[config.mk]
export PLATFORM = sky130hd
export DESIGN_NAME = bank_wbuf_pool
export DESIGN_NICKNAME = d
export VERILOG_FILES = /design/src/rtl/bank_pkg.sv /design/src/rtl/bank_wbuf_alloc.sv /design/src/rtl/bank_wbuf_pool.sv
export SDC_FILE = /design/constraint.sdc
export NUM_CORES = 2
export LEC_CHECK = 0
export CORE_ASPECT_RATIO = 1.4
export CORE_MARGIN = 2
export CORE_UTILIZATION = 65
export CTS_BUF_LIST = sky130_fd_sc_hd__clkbuf_8 sky130_fd_sc_hd__clkbuf_16
export DETAILED_ROUTE_END_ITERATION = 8
export PLACE_DENSITY = 0.82
export SETUP_SLACK_MARGIN = 0.5
export SLEW_MARGIN = 5
export SYNTH_ARGS = -nofsm -noshare
export SYNTH_HDL_FRONTEND = slang
export SYNTH_SLANG_ARGS = --single-unit
[constraint.sdc]
create_clock -name clk_i -period 38.2 [get_ports clk_i]
set_clock_uncertainty 0.1 [all_clocks]
set_input_delay 7.64 -clock clk_i [delete_from_list [all_inputs] [get_ports clk_i]]
set_output_delay 7.64 -clock clk_i [all_outputs]
set_load 0.005 [all_outputs]
[src/rtl/bank_pkg.sv]
// Shared constants and types for the banked write-buffer pool.
package bank_pkg;

  localparam int DEF_DATA_WIDTH = 128;
  localparam int DEF_DEPTH      = 32;
  localparam int DEF_ID_W       = $clog2(DEF_DEPTH);

  typedef logic [DEF_ID_W-1:0] entry_id_t;

endpackage

[src/rtl/bank_wbuf_alloc.sv]
// Find-first-free priority encoder: lowest set bit of the free vector wins.
module bank_wbuf_alloc #(
  parameter int DEPTH = 32
) (
  input  logic [DEPTH-1:0]         free_vec,
  output logic                     found,
  output logic [$clog2(DEPTH)-1:0] idx
);

  localparam int ID_W = $clog2(DEPTH);

  // Scan downward so the lowest free index is the last one assigned.
  always_comb begin
    found = 1'b0;
    idx   = '0;
    for (int i = DEPTH - 1; i >= 0; i--) begin
      if (free_vec[i]) begin
        found = 1'b1;
        idx   = ID_W'(i);
      end
    end
  end

endmodule

[src/rtl/bank_wbuf_pool.sv]
// Pool of DEPTH write-buffer entries with allocate-on-write and read-and-free.
// Optional macro BANK_WBUF_PARITY_EN adds per-entry even parity and rd_perr_o.
module bank_wbuf_pool
  import bank_pkg::*;
#(
  parameter int DATA_WIDTH = DEF_DATA_WIDTH,
  parameter int DEPTH      = DEF_DEPTH
) (
  input  logic                     clk_i,
  input  logic                     rst_i,
  input  logic                     wr_valid_i,
  output logic                     wr_ready_o,
  input  logic [DATA_WIDTH-1:0]    wr_data_i,
  output logic [$clog2(DEPTH)-1:0] wr_id_o,
  input  logic                     rd_req_i,
  input  logic [$clog2(DEPTH)-1:0] rd_id_i,
  input  logic                     rd_release_i,
  output logic                     rd_valid_o,
  output logic [DATA_WIDTH-1:0]    rd_data_o,
`ifdef BANK_WBUF_PARITY_EN
  output logic                     rd_perr_o,
`endif
  output logic [$clog2(DEPTH):0]   free_cnt_o,
  output logic                     err_o
);

  localparam int ID_W = $clog2(DEPTH);

  logic [DEPTH-1:0]      free_q;
  logic [ID_W:0]         cnt_q;
  logic [DATA_WIDTH-1:0] mem_q [DEPTH];
  logic                  err_q;
  logic                  rd_vld_p1;
  logic [DATA_WIDTH-1:0] rd_data_p1;
  logic                  alloc_found;
  logic [ID_W-1:0]       alloc_id;
  logic                  wr_acc;
  logic                  rd_unalloc;
  logic                  rel_ok;

  bank_wbuf_alloc #(.DEPTH(DEPTH)) u_alloc (
    .free_vec (free_q),
    .found    (alloc_found),
    .idx      (alloc_id)
  );

  // An entry released this cycle is still marked allocated in free_q, so it
  // cannot be offered on wr_id_o until the following cycle.
  assign wr_ready_o = (cnt_q != '0);
  assign wr_id_o    = alloc_id;
  assign wr_acc     = wr_valid_i && wr_ready_o && alloc_found;
  assign rd_unalloc = rd_req_i && free_q[rd_id_i];
  assign rel_ok     = rd_req_i && rd_release_i && !free_q[rd_id_i];

  // Stage p0 -> p1: entry storage (never cleared) and registered read port.
  always_ff @(posedge clk_i) begin
    if (wr_acc) mem_q[alloc_id] <= wr_data_i;
  end

  always_ff @(posedge clk_i) begin
    if (!rst_i) begin
      free_q     <= '1;
      cnt_q      <= (ID_W+1)'(DEPTH);
      err_q      <= 1'b0;
      rd_vld_p1  <= 1'b0;
      rd_data_p1 <= '0;
    end else begin
      rd_vld_p1 <= rd_req_i;
      if (rd_req_i) rd_data_p1 <= mem_q[rd_id_i];
      if (rd_unalloc) err_q <= 1'b1;
      if (rel_ok) free_q[rd_id_i] <= 1'b1;
      if (wr_acc) free_q[alloc_id] <= 1'b0;
      cnt_q <= cnt_q - (ID_W+1)'(wr_acc) + (ID_W+1)'(rel_ok);
    end
  end

`ifdef BANK_WBUF_PARITY_EN
  logic par_q [DEPTH];
  logic rd_perr_p1;

  always_ff @(posedge clk_i) begin
    if (wr_acc) par_q[alloc_id] <= ^wr_data_i;
  end

  always_ff @(posedge clk_i) begin
    if (!rst_i) rd_perr_p1 <= 1'b0;
    else        rd_perr_p1 <= rd_req_i && ((^mem_q[rd_id_i]) ^ par_q[rd_id_i]);
  end

  assign rd_perr_o = rd_perr_p1;
`endif

  assign rd_valid_o = rd_vld_p1;
  assign rd_data_o  = rd_data_p1;
  assign free_cnt_o = cnt_q;
  assign err_o      = err_q;

endmodule

Yosys cells after proc, flatten, opt, wreduce, memory -nomap -nowiden. Memories as Yosys holds them, arrays and structs flattened. A register that Yosys moved wholly into a read port is not among the register bits. Cells that the tools add are included.

Multiplexer cells: 75. Bitwise logic cells: 3. Add/subtract/negate cells: 2. Order comparisons: 4. Div/mod/pow operators: 0. Equality and inequality tests: 0. Multiply operators: 0. Reduce and logical (&&, ||, !) cells: 10. Shifts and indexed selects: 0.

Operators by type and width (number): $mux W5 (32); $mux W32 (3); $mux W1 (37); $and A32 B32 Y32 (1); $not A32 Y32 (1); $or A32 B32 Y32 (1); $lt A5 B6 Y1 const B (2); $demux W1 S5 (2); $ge A5 B1 Y1 const B (2); $logic_and A1 B1 Y1 (7); $add A6 B1 Y6 (1); $reduce_bool A6 Y1 (1); $sub A6 B1 Y6 (1); $bmux W1 S5 (1); $logic_not A1 Y1 (2).

RAM bits: 4096. Bits of input ports: 138. Latch bits: 0. Memories: 1. Bits in registers: 40. Word-level logic and storage cells: 99. Output and inout bits: 142. Memory bits (read-only): 0.

Memories: mem_q (depth 32, width 128, read ports 1, clocked after Yosys merged registers in 1, write ports 1, RTL line bank_wbuf_pool.sv:31) `logic [DATA_WIDTH-1:0] mem_q [DEPTH];`.

Longest topological paths before layout.
Word-level depth: 39. Gate-level depth with buffers: 15. Depth with buffers taken out: 14.

By module. A second synthesis with hierarchy kept.

Cell total of the unflattened synthesis: 7270. Area, all modules: 161618.8 sq um.

Modules (own cells, without submodules): bank_wbuf_pool (cells each 7205, times used 1, area each 161248.4 sq um); bank_wbuf_alloc (cells each 65, times used 1, area each 370.4 sq um).

Worst setup path after synthesis. Ideal clock, no wire load.

Kind: input port to flip-flop. From: in wr_valid_i. To: reg free_q[12]. Arrival time: 20.645 ns. Setup time: 0.583 ns. Cell stages on the path: 4. Slack: 16.872 ns. Required time: 37.517 ns. Buffers on the path: 0. Path through: nand4_1 > or3_1 > nor4_1 > o21ai_1.

Cells in the longest elaborated chain, start to end: 3.

Ends and longest elaborated chain: from (decl) (RTL line bank_wbuf_pool.sv:11) `input logic wr_valid_i,`; $logic_and A1 B1 Y1 (2 in series) (RTL line bank_wbuf_pool.sv:51) `assign wr_acc = wr_valid_i && wr_ready_o && alloc_found;`; $mux W32 (RTL line bank_wbuf_pool.sv:72) `if (wr_acc) free_q[alloc_id] <= 1'b0;`; to (signal assigned) (RTL line bank_wbuf_pool.sv:62) `free_q <= '1;`; to (signal, indexed assignment) (RTL line bank_wbuf_pool.sv:71) `if (rel_ok) free_q[rd_id_i] <= 1'b1;`; to (signal, indexed assignment) (RTL line bank_wbuf_pool.sv:72); to (decl) (RTL line bank_wbuf_pool.sv:29) `logic [DEPTH-1:0] free_q;`.

No other way between the ends. A chain may end at the register's enable or synchronous reset.

Final worst setup path.
From: in rd_id_i[4]. To: reg cnt_q[5] (netlist: free_cnt_o[5]).

Cells in the longest elaborated chain, start to end: 5.

Ends and longest elaborated chain: from (decl) (RTL line bank_wbuf_pool.sv:16) `input logic [$clog2(DEPTH)-1:0] rd_id_i,`; $bmux W1 S5 (RTL line bank_wbuf_pool.sv:53) `assign rel_ok = rd_req_i && rd_release_i && !free_q[rd_id_i];`; $mux W1 (not written as such) (RTL line bank_wbuf_pool.sv:53); $logic_not A1 Y1 (RTL line bank_wbuf_pool.sv:53); $logic_and A1 B1 Y1 (RTL line bank_wbuf_pool.sv:53); $add A6 B1 Y6 (RTL line bank_wbuf_pool.sv:73) `cnt_q <= cnt_q - (ID_W+1)'(wr_acc) + (ID_W+1)'(rel_ok);`; to (signal assigned) (RTL line bank_wbuf_pool.sv:63) `cnt_q <= (ID_W+1)'(DEPTH);`; to (signal assigned) (RTL line bank_wbuf_pool.sv:73); to (decl) (RTL line bank_wbuf_pool.sv:30) `logic [ID_W:0] cnt_q;`.

No other way between the ends. The select of a mux whose other input is x is not followed.

==> flow_summary.ini <==
[critical_path]
worstSetupPathType = input port to flop
critPathCaptureType = flop
crit_required_ns = 38.83
arrival_ns = 13.14
critPathLaunchType = input port
path_max_fanout = 107

[drt]
final_antenna_net_count = 0
vias = 83373
dr.pass1.iters = 6
wire_per_inst_um = 40.6
viasPerCell = 7.50
drc = 0
detail_route.iter0.violations = 15967
wirelength_mm = 451

[yosys]
synthFlopType = edfxtp_1
synthesis.nets = 7244
synth_edf_count = 4096
synth-seq-cells = 4264
synth_top_area_share_pct = 76.1
postSynthAreaPerCell_um2 = 22.8
synth.cell_area_um2 = 162000
synth.largest_area_cell = edfxtp_1
netlist_top_cells_area = edfxtp_1, mux4_2, dfxtp_1
async_flop_share_pct = 0
synth_cell_types = 68
syn-instance-count = 7098
ys_seq_area_share_pct = 78.2
ys_warn_count = 0

[power]
powerDensity_nw_per_um2 = 52.9
p_leak_uw = 0.0571
power.total_uw = 9560
vdd_drop_max_mv = 0.0423

[global_route]
grt_usage_pct = 36.1
antenna_found_initial = 47
grt_pass1_wl_mm = 637
grt_max_degree = 170
first_global_vias = 85465
overflow = 0

[final_layout]
instances_no_fill = 11109
area_growth_pct = 11.8
drive_gt1_share_pct = 23.6
layout_common_cells = edfxtp_1, mux4_2, clkbuf_16
nNetsFinal = 7641
nFillCells = 12586
final_common_cell = edfxtp_1

[clock_network]
clockBufferDepth = 4
cts_sinks = 4264
cts_tree = done
post_cts_buffers = 0
clock_latency_ns = 0.90
cts_hold_buf = 0
numCtsBuffers = 373
root_buffer = clkbuf_16
ctsResizeCount = 0
clkSlewWorstSetupHoldPaths_ns = 0.06
h-tree-depth = 5

[floorplan]
core_area_um2 = 247000
fp.dieW_um = 425
rows = 216
ioPinCount = 280
initial_core_util_pct = 65.3
die-area_um2 = 253000
die_y_um = 594

[status]
outcome = finished clean

[place]
hpwl_mm = 198
pre_cts_slack_ns = 24.90
portBuffers = 279
place.gp.congestion = 0.880
placed_cells = 10390

[timing]
slew_headroom_pct = 10.4
fin_crit_sh_pct = 32.7
fin_crit_ns = 12.51
setup_slack_ns = 25.69
worst_pin_slew_ns = 1.34
fmax_ghz = 0.0799
drv_slew = 0
rsz0062_at_grt = false
finalSetupTns_ns = 0
setup_violations = 0
finalHoldViolCount = 0
whs_ns = 0.380

[worst_hold_path]
hp-class = flop to flop

[flow_run]
maxCapViolCount = 0
cell usage after synthesis, drive strengths merged (8+ instances only):
library cell  instances
a211oi               14
a21oi               237
a22oi               188
a31oi                12
and2                  9
buf                 184
clkbuf              223
dfxtp               168
edfxtp             4096
inv                  17
mux2                 30
mux2i               319
mux4               1051
nand2                44
nand3                 8
nor2                 79
nor3                 25
nor4                 20
o211a                18
o211ai               22
o21ai               222
o221ai               16
final cells by class:
| cell class | count | area [µm²] | share of cell area [%] |
|---|---|---|---|
| multi-input cells | 2410 | 33600 | 18.6 |
| clock inverters | 283 | 2370 | 1.31 |
| diodes | 40 | 100 | 0.0554 |
| flip-flops and latches | 4264 | 126000 | 70.0 |
| repair buffers | 429 | 4310 | 2.39 |
| well taps | 3270 | 4090 | 2.27 |
| clock buffers | 396 | 9700 | 5.37 |
| inverters | 17 | 63.8 | 0.0353 |
path summary, 6_finish.rpt:
check | from | endpoint | slack, ns | cells past startpoint
max | rd_id_i[4] | free_cnt_o[5] | 25.69 | 16
min | rd_data_o[30] | rd_data_o[30] | 0.38 | 1
max reg2reg | free_q[9] | mem_q[5][106] | 32.02 | 9
min reg2reg | rd_data_o[30] | rd_data_o[30] | 0.38 | 1
cell families (layout without fill, tap and decap cells):
family / Yosys count / after routing / share of synthesized area, %
AO/OA/AOI/OAI: 777 / 777 / 2.99
XOR/XNOR: 4 / 4 / 0.0217
adder cells (fa/ha/maj): 8 / 8 / 0.0666
buffers and inverters: 424 / 1125 / 1.13
flip-flops: 4264 / 4264 / 78.2
multiplexers: 1400 / 1400 / 16.8
other: 0 / 40 / 0
AND/OR/NAND/NOR: 221 / 221 / 0.730
where the power goes:
part / total (µW) / switching, µW / internal [µW]
registers: 5220 / 35.2 / 5190
clock network: 3800 / 1720 / 2080
logic: 531 / 323 / 207
worst max-delay path, cell delays in order:
cell and delay (ns):
buf_8 0.59, buf_4 0.59, buf_4 0.64, buf_12 0.73, and3b_4 0.79, a22oi_1 0.22
nand4_4 0.24, nor2_1 0.10, or2_1 0.30, ha_1 0.29, a21o_1 0.15, a21oi_1 0.21
o21bai_1 0.10, a21oi_1 0.19, xnor2_1 0.14, nand2_1 0.07
flip-flops by register name, summed over array words and instances (netlist names):
register    flops
rd_data_o     128
mem_q        4096
free_q         32
free_cnt_o      6
err_o           1
rd_valid_o      1
through the flow:
stage               instance area (µm²)  utilization, %
floorplan                        162000               -
global placement                 168000            68.1
detailed placement               168000            68.1
CTS                              180000            73.0
global route                     181000            73.0
finish                           181000            73.0
per-layer routing:
metal  track usage [%]  up-vias  part of all wire [%]  routed length [µm]
met1              46.3    42927                    31              139000
li1                  -    31061                     -                   -
met2              58.5     7907                    50              226000
met3              7.75     1452                    13               59600
met4              19.1       26                   5.7               25800
met5                 0        -                 0.048                 218
(Power assumes the default switching activity.)
